## config.mk

```make
export PLATFORM = sky130hd
export DESIGN_NAME = dma_streamer
export DESIGN_NICKNAME = d
export VERILOG_FILES = /design/src/rtl/dma_streamer.sv
export SDC_FILE = /design/constraint.sdc
export NUM_CORES = 1
export LEC_CHECK = 0
export ABC_AREA = 1
export BUFFER_PORTS_ARGS = -buffer_cell sky130_fd_sc_hd__clkbuf_2
export CORE_ASPECT_RATIO = 2
export CORE_MARGIN = 8
export CORE_UTILIZATION = 59
export DETAILED_ROUTE_END_ITERATION = 10
export GPL_TIMING_DRIVEN = 1
export MAX_ROUTING_LAYER = met4
export PLACE_DENSITY = 0.83
export SLEW_MARGIN = 20
export SYNTH_ARGS = -nofsm -noshare
export SYNTH_HDL_FRONTEND = slang
export SYNTH_SLANG_ARGS = --single-unit
export TNS_END_PERCENT = 5
```

## constraint.sdc

```tcl
create_clock -name clk -period 3.8 [get_ports clk]
set_input_delay 0.76 -clock clk [delete_from_list [all_inputs] [get_ports clk]]
set_output_delay 0.76 -clock clk [all_outputs]
set_load 0.01 [all_outputs]
```

## src/rtl/dma_streamer.sv

```systemverilog
// Splits one (address, byte count) descriptor into AXI INCR burst requests that never
// cross a 4KB page or exceed MAX_BEATS, then pulses done (with error flag) to the DMA FSM.
module dma_streamer #(
    parameter int ADDR_WIDTH = 32,
    parameter int DATA_WIDTH = 64,
    parameter int MAX_BEATS  = 256
) (
    input  logic                  clk,
    input  logic                  rst,
    input  logic                  str_valid_i,
    input  logic                  str_idx_i,
    input  logic [ADDR_WIDTH-1:0] desc_addr_i,
    input  logic [ADDR_WIDTH-1:0] desc_num_bytes_i,
    input  logic                  clear_i,
    output logic                  str_done_o,
    output logic                  str_err_o,
    output logic                  str_idx_o,
    output logic                  txn_valid_o,
    input  logic                  txn_ready_i,
    output logic [ADDR_WIDTH-1:0] txn_addr_o,
    output logic [7:0]            txn_len_o,
    output logic [2:0]            txn_size_o,
    output logic                  txn_last_o
);
    localparam int DATA_BYTES = DATA_WIDTH / 8;
    localparam int SIZE       = $clog2(DATA_BYTES);
    localparam logic [ADDR_WIDTH-1:0] PAGE_BYTES = ADDR_WIDTH'(4096);
    localparam logic [ADDR_WIDTH-1:0] ALIGN_MASK = ADDR_WIDTH'(DATA_BYTES - 1);

    // Valid/ready: txn_valid_o rises in REQ and holds addr/len/last stable until the
    // cycle txn_ready_i is also high; that edge is the handshake and valid drops after it.
    typedef enum logic [1:0] {IDLE, CALC, REQ, DONE} state_e;

    state_e                  state_q;
    logic [ADDR_WIDTH-1:0]   addr_q, rem_q, bytes_q;
    logic                    idx_q, done_seen_q;
    logic                    txn_valid_q, txn_last_q;
    logic [ADDR_WIDTH-1:0]   txn_addr_q;
    logic [7:0]              txn_len_q;
    logic                    str_done_q, str_err_q, str_idx_q;

    logic [ADDR_WIDTH-1:0]   rem_beats, page_beats, beats_d, bytes_d;
    logic                    misaligned;

    always_comb begin
        rem_beats  = rem_q >> SIZE;
        page_beats = (PAGE_BYTES - {{(ADDR_WIDTH-12){1'b0}}, addr_q[11:0]}) >> SIZE;
        beats_d    = ADDR_WIDTH'(MAX_BEATS);
        if (rem_beats < beats_d) beats_d = rem_beats;
        if (page_beats < beats_d) beats_d = page_beats;
        bytes_d    = beats_d << SIZE;
        misaligned = ((desc_addr_i | desc_num_bytes_i) & ALIGN_MASK) != '0;
    end

    always_ff @(posedge clk) begin
        if (rst) begin
            state_q     <= IDLE;
            addr_q      <= '0;
            rem_q       <= '0;
            bytes_q     <= '0;
            idx_q       <= 1'b0;
            done_seen_q <= 1'b0;
            txn_valid_q <= 1'b0;
            txn_last_q  <= 1'b0;
            txn_addr_q  <= '0;
            txn_len_q   <= '0;
            str_done_q  <= 1'b0;
            str_err_q   <= 1'b0;
            str_idx_q   <= 1'b0;
        end else begin
            str_done_q <= 1'b0;
            str_err_q  <= 1'b0;
            str_idx_q  <= 1'b0;
            if (clear_i) begin
                state_q     <= IDLE;
                txn_valid_q <= 1'b0;
                done_seen_q <= 1'b0;
            end else begin
                case (state_q)
                    IDLE: begin
                        if (!str_valid_i) begin
                            done_seen_q <= 1'b0;
                        end else if (!done_seen_q) begin
                            addr_q <= desc_addr_i;
                            rem_q  <= desc_num_bytes_i;
                            idx_q  <= str_idx_i;
                            if (misaligned || desc_num_bytes_i == '0) begin
                                state_q     <= DONE;
                                str_done_q  <= 1'b1;
                                str_err_q   <= misaligned;
                                str_idx_q   <= str_idx_i;
                                done_seen_q <= 1'b1;
                            end else begin
                                state_q <= CALC;
                            end
                        end
                    end
                    CALC: begin
                        txn_addr_q  <= addr_q;
                        txn_len_q   <= 8'(beats_d - ADDR_WIDTH'(1));
                        txn_last_q  <= (bytes_d == rem_q);
                        bytes_q     <= bytes_d;
                        txn_valid_q <= 1'b1;
                        state_q     <= REQ;
                    end
                    REQ: begin
                        if (txn_ready_i) begin
                            txn_valid_q <= 1'b0;
                            addr_q      <= addr_q + bytes_q;
                            rem_q       <= rem_q - bytes_q;
                            // last was computed as "this burst drains the remainder"
                            if (txn_last_q) begin
                                state_q     <= DONE;
                                str_done_q  <= 1'b1;
                                str_idx_q   <= idx_q;
                                done_seen_q <= 1'b1;
                            end else begin
                                state_q <= CALC;
                            end
                        end
                    end
                    default: state_q <= IDLE;
                endcase
            end
        end
    end

    assign str_done_o  = str_done_q;
    assign str_err_o   = str_err_q;
    assign str_idx_o   = str_idx_q;
    assign txn_valid_o = txn_valid_q;
    assign txn_addr_o  = txn_addr_q;
    assign txn_len_o   = txn_len_q;
    assign txn_size_o  = 3'(SIZE);
    assign txn_last_o  = txn_last_q;

endmodule

```

== Word-level counts from Yosys, hierarchy flattened ==
Index checks and enable logic that the tools add are counted.
Word-level totals
  bits in registers: 142
  latch bits: 0
  memory bits (writable): 0
  bits in read-only memories: 0
  input bits: 70
  logic and storage cells: 81
  memories kept: 0
Operators by class
  add/subtract/negate cells: 4
  multipliers: 0
  div/mod/pow operators: 0
  $lt $le $gt $ge: 2
  equality and inequality tests: 7
  shift-type cells: 0
  mux-type cells: 35
  bitwise logic cells: 6
  reductions and logical operators: 14
Operators with widths (count)
  $mux 32: 6
  $pmux 32 s2: 2
  $mux 29: 2
  $add 32x32->32: 1
  $eq 32x32->1: 1
  $logic_not 32->1: 1
  $reduce_bool 32->1: 1
  $sub 32x32->32: 1
  $lt 29x29->1: 1
  $lt 29x9->1 const B: 1
  $mux 1: 15
  $sub 13x12->14 const A: 1
  $mux 2: 5
  $ne 2x2->1 const B: 4
  $pmux 1 s2: 4
  $sub 8x1->8 const B: 1
  $pmux 2 s3: 1
  $reduce_and 3->1: 2
  $reduce_or 6->1: 1
  $not 1->1: 5
  $reduce_and 5->1: 1
  $reduce_and 2->1: 2
  $reduce_and 4->1: 1
  $reduce_bool 2->1: 2
  other kinds (6): 6

== Depth between registers and ports, before layout ==
  depth in word-level cells: 7
  mapped depth: 25

== Worst setup path before layout ==
No wires, ideal clock.
  path type: register to register
  from: reg addr_q[2]
  to: reg txn_len_q[4] (netlist: txn_len_o[4])
  arrival: 3.036 ns
  slack: 0.644 ns
  stages on the path, launching flop included: 25
  buffers on the path: 0
  clock period less this slack: 3.156 ns
  cells stage by stage: dfxtp_1 -> nor2_1 -> nand3_1 -> nor2_1 -> nand2_1 -> nor2_1 -> nand2_1 -> nor2_2 -> inv_1 -> nand2_1 -> inv_1 -> ha_1 -> a21oi_1 -> o21ai_0 -> a21oi_2 -> nand2_4 -> nand2_2 -> nand2_2 -> inv_1 -> ha_1 -> inv_1 -> nor2_1 -> inv_1 -> o21ai_0 -> a21oi_1
Between the ends
  cells in the longest elaborated chain, start to end: 4
RTL lines
  start: declaration: line 35  | logic [ADDR_WIDTH-1:0] addr_q, rem_q, bytes_q;
  start signal: assignment: line 84  | addr_q <= desc_addr_i;
  start signal: assignment: line 109  | addr_q <= addr_q + bytes_q;
  $sub 13x12->14 *: line 47  | page_beats = (PAGE_BYTES - {{(ADDR_WIDTH-12){1'b0}}, addr_q[11:0]}) >> SIZE;
  $lt 29x29->1: line 50  | if (page_beats < beats_d) beats_d = page_beats;
  $mux 29 *: line 50
  $sub 8x1->8 *: line 100  | txn_len_q <= 8'(beats_d - ADDR_WIDTH'(1));
  end signal: assignment: line 100
  end: declaration: line 39  | logic [7:0] txn_len_q;
Mark *: on every way between the ends. The rest lies on a longest branch, timed or not.
A chain may end at the register's enable or synchronous reset.

== Worst setup path in the final report ==
  from: reg rem_q[20]
  to: reg txn_len_q[4] (netlist: txn_len_o[4])
Between the ends
  cells in the longest elaborated chain, start to end: 5
RTL lines
  start: declaration: line 35
  start signal: assignment: line 85  | rem_q <= desc_num_bytes_i;
  start signal: assignment: line 110  | rem_q <= rem_q - bytes_q;
  $lt 29x9->1: line 49  | if (rem_beats < beats_d) beats_d = rem_beats;
  $mux 29 *: line 49
  $lt 29x29->1: line 50
  $mux 29 *: line 50
  $sub 8x1->8 *: line 100
Marked as above.

==> flow_metrics.py <==
metrics = {
    "worst_setup_path": {
        "crit_path_end_kind": "flop",
        "critPathSlowestCell": "dfxtp_1",
        "crit_required_ns": 4.12,
        "cpMostUsedCell": "inv_1",
        "path_cells": "nor2_1, nand2_1, nor2_1, nand2_2, nor2_4, inv_1, nor2_1, inv_1, ha_1, a21oi_1, o21ai_0, a21oi_2, nand2_4, nand2_2, nand2_2, inv_1, ha_1, inv_1, nor2_1, inv_1, o21ai_0, a21oi_1",
        "critPathTopFamily": "simple AND/OR/NAND/NOR gates",
        "reg2reg_from": "rem_q[20]",
        "critPathLaunchType": "flop",
        "cp_max_fo": 6,
        "crit_buf_inv": 5,
        "worst-setup-path-type": "flop to flop",
        "r2r_slack_ns": 0.32,
        "path_depth": 22,
        "critPathArrivalTime_ns": 3.80,
        "r2r-end": "txn_len_o[4]",
        "max_stage_delay_ns": 0.33,
        "ff2ff_path_depth": 22,
    },
    "grt": {
        "grt_usage_pct": 32.8,
        "grt.overflow.total": 0,
        "grt_pass1_wl_um": 49700,
        "antenna_found_initial": 0,
        "first_global_vias": 9834,
        "grt_start_max_net_pins": 80,
    },
    "drt": {
        "drt_iter0_markers": 506,
        "dr.pass1.iters": 6,
        "drc": 0,
        "vias": 9906,
        "wl_um": 32200,
        "viasPerCell": 5.83,
        "ant_nets": 0,
        "wl_per_cell_um": 19.0,
    },
    "worst_hold_path": {
        "hp-start": "rem_q[2]",
        "min_to": "rem_q[2]",
        "hp-class": "flop to flop",
        "hold_depth": 2,
    },
    "power": {
        "leakagePower_nw": 5.06,
        "powerDensity_mw_per_mm2": 467,
        "ir_worst_vdd_uv": 323,
    },
    "yosys": {
        "synthArstFlopShare_pct": 0,
        "yosysWarnings": 0,
        "synthFlopType": "dfxtp_1",
        "synth-edff-count": 0,
        "ys_seq_area_share_pct": 30.9,
        "ys_types": 46,
        "synth_cells": 1392,
        "netlist_area_mm2": 0.00921,
        "synth_seq_cells": 142,
        "synth_area_per_cell_um2": 6.62,
    },
    "placed_design": {
        "place_hpwl_um": 24400,
        "gp_congestion": 1.02,
        "dpl.cell_count": 1666,
        "portBuffers": 114,
    },
    "die": {
        "coreArea_mm2": 0.0153,
        "die_area_mm2": 0.0201,
        "dieWidth_um": 104,
        "rows": 64,
        "pin_count": 118,
        "start_util_pct": 60.2,
        "die_y_um": 193,
    },
    "timing": {
        "hold_viol": 0,
        "hold_ws_ns": 0.471,
        "clock.fmax_mhz": 288,
        "finClkSkew_ns": 0.0141,
        "tightest_slew_ns": 0.948,
        "slew_headroom_pct": 36.8,
        "finalCritPeriodShare_pct": 91.5,
        "post-route-min-period_ns": 3.48,
        "slew_violations": 0,
        "setup_viol_count_final": 0,
    },
    "finish": {
        "nFillCells": 1469,
        "area_growth_pct": 14.6,
        "regArea_mm2": 0.00284,
        "mostFrequentLayoutCell": "nand2_1",
        "layout_common_cells": "nand2_1 (257), nor2_1 (199), a21oi_1 (156)",
        "fin_nets": 1626,
        "antenna_cells": 0,
        "drive_gt1_share_pct": 12.7,
        "multi_input_area_mm2": 0.00565,
        "layout.cells.non_filler": 1699,
    },
    "clocking": {
        "clock-root-buffer": "clkbuf_16",
        "cts_tree": "done",
        "clkTransAtPathRegs_ns": 0.07,
        "cts_buffer_depth": 2,
        "clk_latency_ns": 0.44,
        "cts.sinks": 142,
        "cts_max_level": 4,
        "cts_buffers": 17,
        "cts_hold_buf": 0,
    },
    "flow_run": {
        "maxCapViolations": 0,
    },
    "outcome": {
        "status": "completed",
    },
}
state kept, by name, summed over array words and instances, names as in the netlist:
signal,count
str_err_o,1
str_done_o,1
addr_q,32
done_seen_q,1
txn_valid_o,1
bytes_q,29
rem_q,32
state_q,2
str_idx_o,1
txn_len_o,8
txn_addr_o,32
idx_q,1
txn_last_o,1
report_power, final:
part	leakage [nW]	internal [mW]	switching (mW)
Sequential	1.16	1.58	0.0853
Clock	0.251	0.919	0.707
Combinational	3.65	0.580	1.07
routing by layer:
metal / vias up / global-route usage (%) / share of wire (%)
met5: - / - / 0
met4: 0 / 29.6 / 9.0
met3: 152 / 5.62 / 4.9
met2: 379 / 60.7 / 54
met1: 4541 / 27.5 / 32
li1: 4834 / - / -
logic make-up (layout without fill, tap and decap cells):
| kind of cell | after synthesis | after routing | share of synthesized area [%] |
|---|---|---|---|
| xor+xnor | 36 | 36 | 3.42 |
| flops | 142 | 142 | 30.9 |
| fa+ha+maj | 68 | 68 | 9.40 |
| other cells | 2 | 4 | 0.0815 |
| compound gates | 338 | 338 | 20.3 |
| buf+inv | 201 | 308 | 8.34 |
| simple gates | 605 | 605 | 27.6 |
synthesized netlist by cell type, types with 3 or more instances:
| master | instances | area share, % |
|---|---|---|
| ha_1 | 66 | 9.0 |
| a221oi_1 | 13 | 1.2 |
| clkbuf_1 | 45 | 1.8 |
| o21ai_1 | 4 | 0.22 |
| buf_4 | 3 | 0.24 |
| dfxtp_1 | 142 | 31 |
| nor2_1 | 205 | 8.4 |
| nand3_1 | 69 | 3.7 |
| buf_1 | 6 | 0.24 |
| nor4_1 | 9 | 0.61 |
| o21a_1 | 7 | 0.57 |
| o211ai_1 | 5 | 0.41 |
| nand4_1 | 13 | 0.88 |
| nand2_2 | 6 | 0.41 |
| inv_1 | 142 | 5.8 |
| a21oi_1 | 156 | 8.5 |
| a21o_1 | 8 | 0.65 |
| o21bai_1 | 7 | 0.57 |
| o21ai_0 | 108 | 5.9 |
| a211oi_1 | 10 | 0.81 |
| o221ai_1 | 3 | 0.29 |
| xor2_1 | 27 | 2.6 |
| nor3_1 | 27 | 1.5 |
| nand2_1 | 258 | 11 |
| or2_2 | 5 | 0.34 |
| a31oi_1 | 13 | 0.88 |
| xnor2_1 | 9 | 0.86 |
worst min-delay path, stage by stage (launching register included):
cell and delay, ns:
dfxtp_1 0.31, nand2_1 0.06, a21oi_1 0.05
through the flow:
stage	setup WS [ns]	setup TNS [ns]	util [%]	cell area, um^2	power (mW)
6_report	0.324	0	69.0	10600	4.93
5_1_grt	-0.00419	-0.00419	69.0	10600	5.19
4_1_cts	0.143	0	68.8	10500	4.89
3_5_place_dp	0.152	0	65.1	9960	3.29
3_3_place_gp	0.291	0	65.1	9960	3.26
2_1_floorplan	0.644	0	-	9220	2.81
repair_timing:
action / 4_1_cts / 5_1_grt
gates resized for setup: 0 / 9
setup buffers: 0 / 1
endpoints found under the setup margin: 0 / 7
worst max path at each step:
| stage | startpoint | endpoint | slack, ns |
|---|---|---|---|
| floorplan | addr_q[2] | txn_len_o[4] | 0.64 |
| global placement | addr_q[2] | txn_len_o[3] | 0.29 |
| detailed placement | addr_q[2] | txn_len_o[5] | 0.15 |
| CTS | addr_q[2] | txn_len_o[5] | 0.14 |
| global route | addr_q[2] | txn_len_o[7] | -0.004 |
| finish | rem_q[20] | txn_len_o[4] | 0.32 |
cell type report:
type / instances / area share, %
clock buffer: 20 / 4.23
clock inverter: 12 / 1.08
inverter: 145 / 5.16
multi-input combinational: 1051 / 53.5
sequential: 142 / 26.9
tap: 198 / 2.35
timing repair buffer: 131 / 6.73
No activity file was read; power rests on OpenSTA's default activity.
